<file path="config.mk">
export PLATFORM = sky130hd
export DESIGN_NAME = display_scan
export DESIGN_NICKNAME = d
export VERILOG_FILES = /design/src/rtl/display_pkg.sv /design/src/rtl/display_scan_timer.sv /design/src/rtl/display_scan.sv
export SDC_FILE = /design/constraint.sdc
export NUM_CORES = 1
export LEC_CHECK = 0
export ABC_AREA = 1
export CAP_MARGIN = 15
export CORE_ASPECT_RATIO = 1.2
export CORE_MARGIN = 4
export CORE_UTILIZATION = 49
export CTS_CLUSTER_DIAMETER = 120
export DETAILED_ROUTE_END_ITERATION = 10
export PLACE_DENSITY = 0.88
export SLEW_MARGIN = 5
export SYNTH_ARGS = -nofsm -noshare
export SYNTH_HDL_FRONTEND = slang
export SYNTH_SLANG_ARGS = --single-unit
</file>
<file path="constraint.sdc">
create_clock -name clk -period 4.05 [get_ports clk]
set_clock_uncertainty 0.15 [all_clocks]
set_input_delay 0.81 -clock clk [delete_from_list [all_inputs] [get_ports clk]]
set_output_delay 0.81 -clock clk [all_outputs]
set_load 0.02 [all_outputs]
</file>
<file path="src/rtl/display_pkg.sv">
// Shared definitions for scanned seven-segment display drivers.
package display_pkg;

   localparam logic [6:0] SEG_BLANK  = 7'h7F;
   localparam int         NUM_DIGITS = 8;

   // Slot phase, exposed for debug and checker binding.
   typedef enum logic [1:0] {
      PH_BLANK = 2'd0,
      PH_ON    = 2'd1,
      PH_OFF   = 2'd2
   } phase_e;

   // Last value of the slot counter: a slot lasts calc_dwell()+1 cycles.
   function automatic int calc_dwell(input int clk_hz, input int digit_hz);
      return (clk_hz / digit_hz) - 1;
   endfunction

   // Terminal count of the blink counter: the blink phase toggles every
   // calc_blink_tc()+1 cycles.
   function automatic int calc_blink_tc(input int clk_hz, input int blink_hz);
      return (clk_hz / (2 * blink_hz)) - 1;
   endfunction

endpackage

</file>
<file path="src/rtl/display_scan_timer.sv">
// Slot/digit scan timer: cnt runs 0..DWELL inside a slot, idx steps through
// the digits. Reusable for any time-multiplexed display.
module display_scan_timer
   import display_pkg::*;
#(
   parameter int DWELL     = 9,
   parameter int NUM_SLOTS = NUM_DIGITS,
   parameter int CW        = $clog2(DWELL + 1),
   parameter int IW        = $clog2(NUM_SLOTS)
) (
   input  logic          clk,
   input  logic          rst_n,
   input  logic          i_en,
   output logic [CW-1:0] o_cnt,
   output logic [IW-1:0] o_idx,
   output logic          o_slot_start,
   output logic          o_frame_start
);

   logic [CW-1:0] r_cnt;
   logic [IW-1:0] r_idx;
   logic          w_cnt_last;
   logic          w_idx_last;

   assign w_cnt_last = (r_cnt == CW'(DWELL));
   assign w_idx_last = (r_idx == IW'(NUM_SLOTS - 1));

   // Advance the slot counter every enabled cycle, step the digit at slot end.
   always_ff @(posedge clk or negedge rst_n) begin
      if (!rst_n) begin
         r_cnt <= '0;
         r_idx <= '0;
      end else if (!i_en) begin
         r_cnt <= '0;
         r_idx <= '0;
      end else if (w_cnt_last) begin
         r_cnt <= '0;
         r_idx <= w_idx_last ? '0 : r_idx + 1'b1;
      end else begin
         r_cnt <= r_cnt + 1'b1;
      end
   end

   assign o_cnt         = r_cnt;
   assign o_idx         = r_idx;
   assign o_slot_start  = i_en && (r_cnt == '0);
   assign o_frame_start = o_slot_start && (r_idx == '0);

endmodule

</file>
<file path="src/rtl/display_scan.sv">
// Time-multiplexed driver for an 8-digit common-anode seven-segment panel:
// anti-ghost blank at the start of each slot, 8-level brightness PWM and
// per-digit blinking. All outputs are registered and lag (cnt, idx) by one
// cycle; BLANK_CYC must satisfy 2 <= BLANK_CYC < DWELL+1 so the segment
// update always lands while the anodes are still off.
module display_scan
   import display_pkg::*;
#(
   parameter int CLK_HZ    = 50_000_000,
   parameter int DIGIT_HZ  = 1000,
   parameter int BLANK_CYC = 16,
   parameter int BLINK_HZ  = 2
) (
   input  logic       clk,
   input  logic       rst_n,
   input  logic       en,
   input  logic [6:0] led1,
   input  logic [6:0] led2,
   input  logic [6:0] led3,
   input  logic [6:0] led4,
   input  logic [6:0] led5,
   input  logic [6:0] led6,
   input  logic [6:0] led7,
   input  logic [6:0] led8,
   input  logic [7:0] blink_mask,
   input  logic [2:0] bright,
   output logic [6:0] seg_n,
   output logic [7:0] an_n,
   output logic       frame_start
);

   localparam int DWELL    = calc_dwell(CLK_HZ, DIGIT_HZ);
   localparam int BLINK_TC = calc_blink_tc(CLK_HZ, BLINK_HZ);
   localparam int CW       = $clog2(DWELL + 1);
   localparam int IW       = $clog2(NUM_DIGITS);
   localparam int BW       = (BLINK_TC > 0) ? $clog2(BLINK_TC + 1) : 1;
   // Cycles available for light after the blank interval.
   localparam int WIN      = DWELL + 1 - BLANK_CYC;

   logic [CW-1:0] w_cnt;
   logic [IW-1:0] w_idx;
   logic          w_slot_start;
   logic          w_frame_start;

   logic [6:0]    w_led [NUM_DIGITS];
   logic [6:0]    w_dig_next;
   logic [31:0]   w_cnt32;
   logic [31:0]   w_on_len;
   phase_e        w_phase;
   logic [7:0]    w_an_on;
   logic          w_blank_blink;

   logic [6:0]    r_dig_q;
   logic [2:0]    r_bright;
   logic [BW-1:0] r_bc;
   logic          r_bp;
   logic [6:0]    r_seg_n;
   logic [7:0]    r_an_n;
   logic          r_frame_start;

   display_scan_timer #(
      .DWELL     (DWELL),
      .NUM_SLOTS (NUM_DIGITS),
      .CW        (CW),
      .IW        (IW)
   ) u_timer (
      .clk           (clk),
      .rst_n         (rst_n),
      .i_en          (en),
      .o_cnt         (w_cnt),
      .o_idx         (w_idx),
      .o_slot_start  (w_slot_start),
      .o_frame_start (w_frame_start)
   );

   assign w_led[0] = led1;
   assign w_led[1] = led2;
   assign w_led[2] = led3;
   assign w_led[3] = led4;
   assign w_led[4] = led5;
   assign w_led[5] = led6;
   assign w_led[6] = led7;
   assign w_led[7] = led8;

   // At slot start the fresh pattern goes straight to the segment register,
   // so the digit and its anode change together one cycle later.
   assign w_dig_next    = w_slot_start ? w_led[w_idx] : r_dig_q;
   assign w_an_on       = ~(8'h01 << w_idx);
   assign w_blank_blink = r_bp && blink_mask[w_idx];

   // Phase decode: BLANK, then on_len cycles of light, then dark remainder.
   // r_bright is only stale at cnt==0, which is always inside BLANK.
   always_comb begin
      w_cnt32  = 32'(w_cnt);
      w_on_len = (32'(WIN) * (32'(r_bright) + 32'd1)) >> 3;
      w_phase  = PH_OFF;
      if (w_cnt32 < 32'(BLANK_CYC)) begin
         w_phase = PH_BLANK;
      end else if (w_cnt32 < (32'(BLANK_CYC) + w_on_len)) begin
         w_phase = PH_ON;
      end
   end

   // Latch the digit pattern and brightness once per slot.
   always_ff @(posedge clk or negedge rst_n) begin
      if (!rst_n) begin
         r_dig_q  <= SEG_BLANK;
         r_bright <= 3'd0;
      end else if (w_slot_start) begin
         r_dig_q  <= w_led[w_idx];
         r_bright <= bright;
      end
   end

   // Free-running blink divider; bp toggles at each terminal count.
   always_ff @(posedge clk or negedge rst_n) begin
      if (!rst_n) begin
         r_bc <= '0;
         r_bp <= 1'b0;
      end else if (!en) begin
         r_bc <= '0;
         r_bp <= 1'b0;
      end else if (r_bc == BW'(BLINK_TC)) begin
         r_bc <= '0;
         r_bp <= ~r_bp;
      end else begin
         r_bc <= r_bc + 1'b1;
      end
   end

   // Registered pin drivers.
   always_ff @(posedge clk or negedge rst_n) begin
      if (!rst_n) begin
         r_an_n        <= 8'hFF;
         r_seg_n       <= SEG_BLANK;
         r_frame_start <= 1'b0;
      end else if (!en) begin
         r_an_n        <= 8'hFF;
         r_seg_n       <= SEG_BLANK;
         r_frame_start <= 1'b0;
      end else begin
         r_an_n        <= (w_phase == PH_ON) ? w_an_on : 8'hFF;
         r_seg_n       <= w_blank_blink ? SEG_BLANK : w_dig_next;
         r_frame_start <= w_frame_start;
      end
   end

   assign seg_n       = r_seg_n;
   assign an_n        = r_an_n;
   assign frame_start = r_frame_start;

endmodule

</file>
==> flow_metrics.env <==
export IMPL_diodes=0
export IMPL_gr_usage_all_layers=0.2325
export IMPL_avgRoutedWirePerCell_um=16.19
export IMPL_overflow=0
export IMPL_clk_pin_slew_ns=0.06
export IMPL_synth_top_area_share=0.2431
export IMPL_start_util=0.5114
export IMPL_antenna_found_initial=0
export IMPL_drtIter0Drc=432
export IMPL_die_area_mm2=0.01176
export IMPL_cts_sinks=70
export IMPL_hold_violations=0
export IMPL_whs_ns=0.3364
export IMPL_layout_drive_gt1_share=0.1691
export IMPL_syn2layout_area_growth_pct=31.25
export IMPL_cts_tree="done"
export IMPL_pre_cts_ws_ns=0.003721
export IMPL_critPathKind="reg -> reg"
export IMPL_num_rows=39
export IMPL_finalPower_mw=2.664
export IMPL_dp_hpwl_um=10190
export IMPL_syn_avg_cell_area_um2=7.567
export IMPL_syn_num_nets=760
export IMPL_multi_input_area_mm2=0.003000
export IMPL_yosysWarnings=0
export IMPL_avgViaCountPerCell=5.669
export IMPL_timing_slew_headroom=0.3265
export IMPL_clock_latency_ns=0.33
export IMPL_fp_dieH_um=118
export IMPL_fillers=722
export IMPL_synthTopCellsByCount="nand2_1 (110), inv_1 (79), nor2_1 (72)"
export IMPL_fin_crit_ns=3.972
export IMPL_place_congestion=0.9165
export IMPL_syn_inst=653
export IMPL_yosysMostFrequentCell="nand2_1"
export IMPL_max_vdd_ir_drop_mv=0.2962
export IMPL_finalCritPeriodShare=0.9808
export IMPL_ioPinCount=86
export IMPL_synth_edf_count=0
export IMPL_grt_max_degree=48
export IMPL_cp_end_kind="flip-flop"
export IMPL_yosysSeqAreaShare=0.3601
export IMPL_arrival_ns=4.07
export IMPL_totalWireLength_um=14150
export IMPL_ant_nets=0
export IMPL_layout_nets=853
export IMPL_cts_root_buf="clkbuf_16"
export IMPL_dr_pass1_iters=5
export IMPL_synth_flop_cell="dfrtp_1"
export IMPL_syn_area_mm2=0.004941
export IMPL_num_vias=4955
export IMPL_timing_max_cap_violations=0
export IMPL_async_flop_share=1.000
export IMPL_status="complete, no violations"
export IMPL_drc=0
export IMPL_min_path_type="reg -> reg"
export IMPL_slew_viol_final=0
export IMPL_power_leakage_nw=2.810
export IMPL_clock_path_buffers=2
export IMPL_setup_viol=0
export IMPL_yosys_area_top_type="dfrtp_1"
export IMPL_core_area_mm2=0.009662
export IMPL_grt_pass1_wl_um=22640
export IMPL_power_density_mw_per_mm2=410.8
export IMPL_worstPathRequired_ns=4.15
export IMPL_cp_start_kind="flip-flop"
export IMPL_htreeDepth=3
export IMPL_post_route_util=0.6712
export IMPL_setup_ws_ns=0.07770
export IMPL_yosysUniqueCellTypes=43
export IMPL_cp_max_fo=8
export IMPL_ctsHoldBuffers=0
export IMPL_cts_buffers=9
export IMPL_grt_pass1_vias=4912
export IMPL_worstMarginPinSlew_ns=1.010
export IMPL_register_area_mm2=0.001780
export IMPL_synth_area_top_cells="dfrtp_1 (24%), dfstp_2 (12%), ha_1 (9.4%)"
export IMPL_synth_seq_cells=70
export IMPL_port_buffers=85
export IMPL_max_freq_mhz=251.7
export IMPL_die_x_um=99.67
metrics by stage:
stage | area (µm²) | setup TNS, ns | instances
global route | 6485 | -0.6377 | 874
detailed placement | 5912 | 0 | 852
finish | 6485 | 0 | 874
floorplan | 4941 | 0 | 653
global placement | 5912 | 0 | 852
CTS | 6228 | 0 | 868
timing repair:
item,CTS,global route
setup buffers,0,6
resized for setup,4,38
pin swaps,0,9
cloned,0,0
setup endpoints to repair,7,8
final timing paths:
path	start	endpoint	slack (ns)	depth (start not counted)
setup / recovery	r_bright[0]	an_n[6]	0.08	27
hold / removal	r_dig_q[6]	r_dig_q[6]	0.34	2
setup reg to reg	r_bright[0]	an_n[6]	0.08	27
hold reg to reg	r_dig_q[6]	r_dig_q[6]	0.34	2
max in group asynchronous	rst_n	an_n[3]	2.31	2
min in group asynchronous	rst_n	r_bc[18]	0.50	1
power by group:
group          internal, mW  total [mW]  switching (mW)
registers             0.768       0.794          0.0261
clock network         0.465       0.754           0.289
logic                 0.500        1.12           0.616
total                  1.73        2.66           0.931
layer usage:
layer | global-route usage | routed length (µm) | up-vias
met1 | 0.2812 | 5462 | 2339
li1 | - | - | 2379
met4 | 0.09052 | 395 | 0
met2 | 0.4094 | 7626 | 195
met5 | 0 | 0 | -
met3 | 0.03320 | 668 | 42
worst max-delay path, cell delays in order, from the launching register on:
cell and delay (ns):
dfrtp_2 0.45, ha_4 0.18, inv_1 0.07, nand2_1 0.09, nand2_2 0.09, inv_2 0.06, ha_4 0.28, ha_4 0.22
ha_4 0.27, nand3_1 0.06, nand2_1 0.10, inv_1 0.08, nand2_1 0.07, nand2_1 0.06, nand2_2 0.09, nand2_2 0.09
nor2_4 0.14, nand2_4 0.08, xnor2_2 0.13, ha_1 0.27, inv_1 0.08, nor3_1 0.06, a211oi_1 0.24, nand2_1 0.10
nand3_1 0.08, nand2_2 0.07, nand2_4 0.13, nand3_1 0.09
logic make-up after synthesis:
family | Yosys count | synth area share
xor gates and xnor gates | 9 | 0.01595
adders and majority gates | 37 | 0.09369
buffers and inverters | 103 | 0.08027
and+or+nand+nor | 309 | 0.3051
DFF | 70 | 0.3601
AOI/OAI and AO/OA | 125 | 0.1448
flip-flops by register name (all words and copies together) (netlist names):
signal	cells
r_bc	24
u_timer.o_cnt	16
an_n	8
r_dig_q	7
seg_n	7
r_bright	3
u_timer.o_idx	3
frame_start	1
r_bp	1
cell usage in the layout (no fill, tap or decap), types with 2 or more instances in the layout:
master,netlist,routed
a211oi_1,2,2
a21oi_1,31,31
a21oi_2,2,2
buf_4,1,10
clkbuf_1,6,2
clkbuf_16,0,9
clkbuf_8,0,3
clkdlybuf4s50_1,0,84
clkinv_1,4,4
clkinvlp_4,0,2
dfrtp_1,48,47
dfstp_2,22,22
ha_1,37,26
ha_4,0,10
inv_1,79,76
inv_2,7,9
nand2_1,110,106
nand2_2,11,13
nand2_4,2,4
nand3_1,45,38
nand3_2,4,11
nand4_1,15,15
nor2_1,72,71
nor2_2,8,8
nor2_4,6,7
nor3_1,18,17
nor3_2,4,4
nor3b_1,4,4
nor4_1,5,5
nor4_2,2,2
o21a_1,7,7
o21ai_0,56,56
o21ai_1,4,4
o221ai_1,8,8
o22ai_1,8,8
o31ai_1,2,2
xnor2_1,7,5
cell type report:
class | instances | share of cell area
clock buffers | 14 | 0.04225
well taps | 123 | 0.02373
clock inverters | 2 | 0.002315
flip-flops and latches | 70 | 0.2746
inverters | 90 | 0.05248
multi-input cells | 480 | 0.4627
repair buffers | 95 | 0.1420
Power figures use the tool's default switching activity.
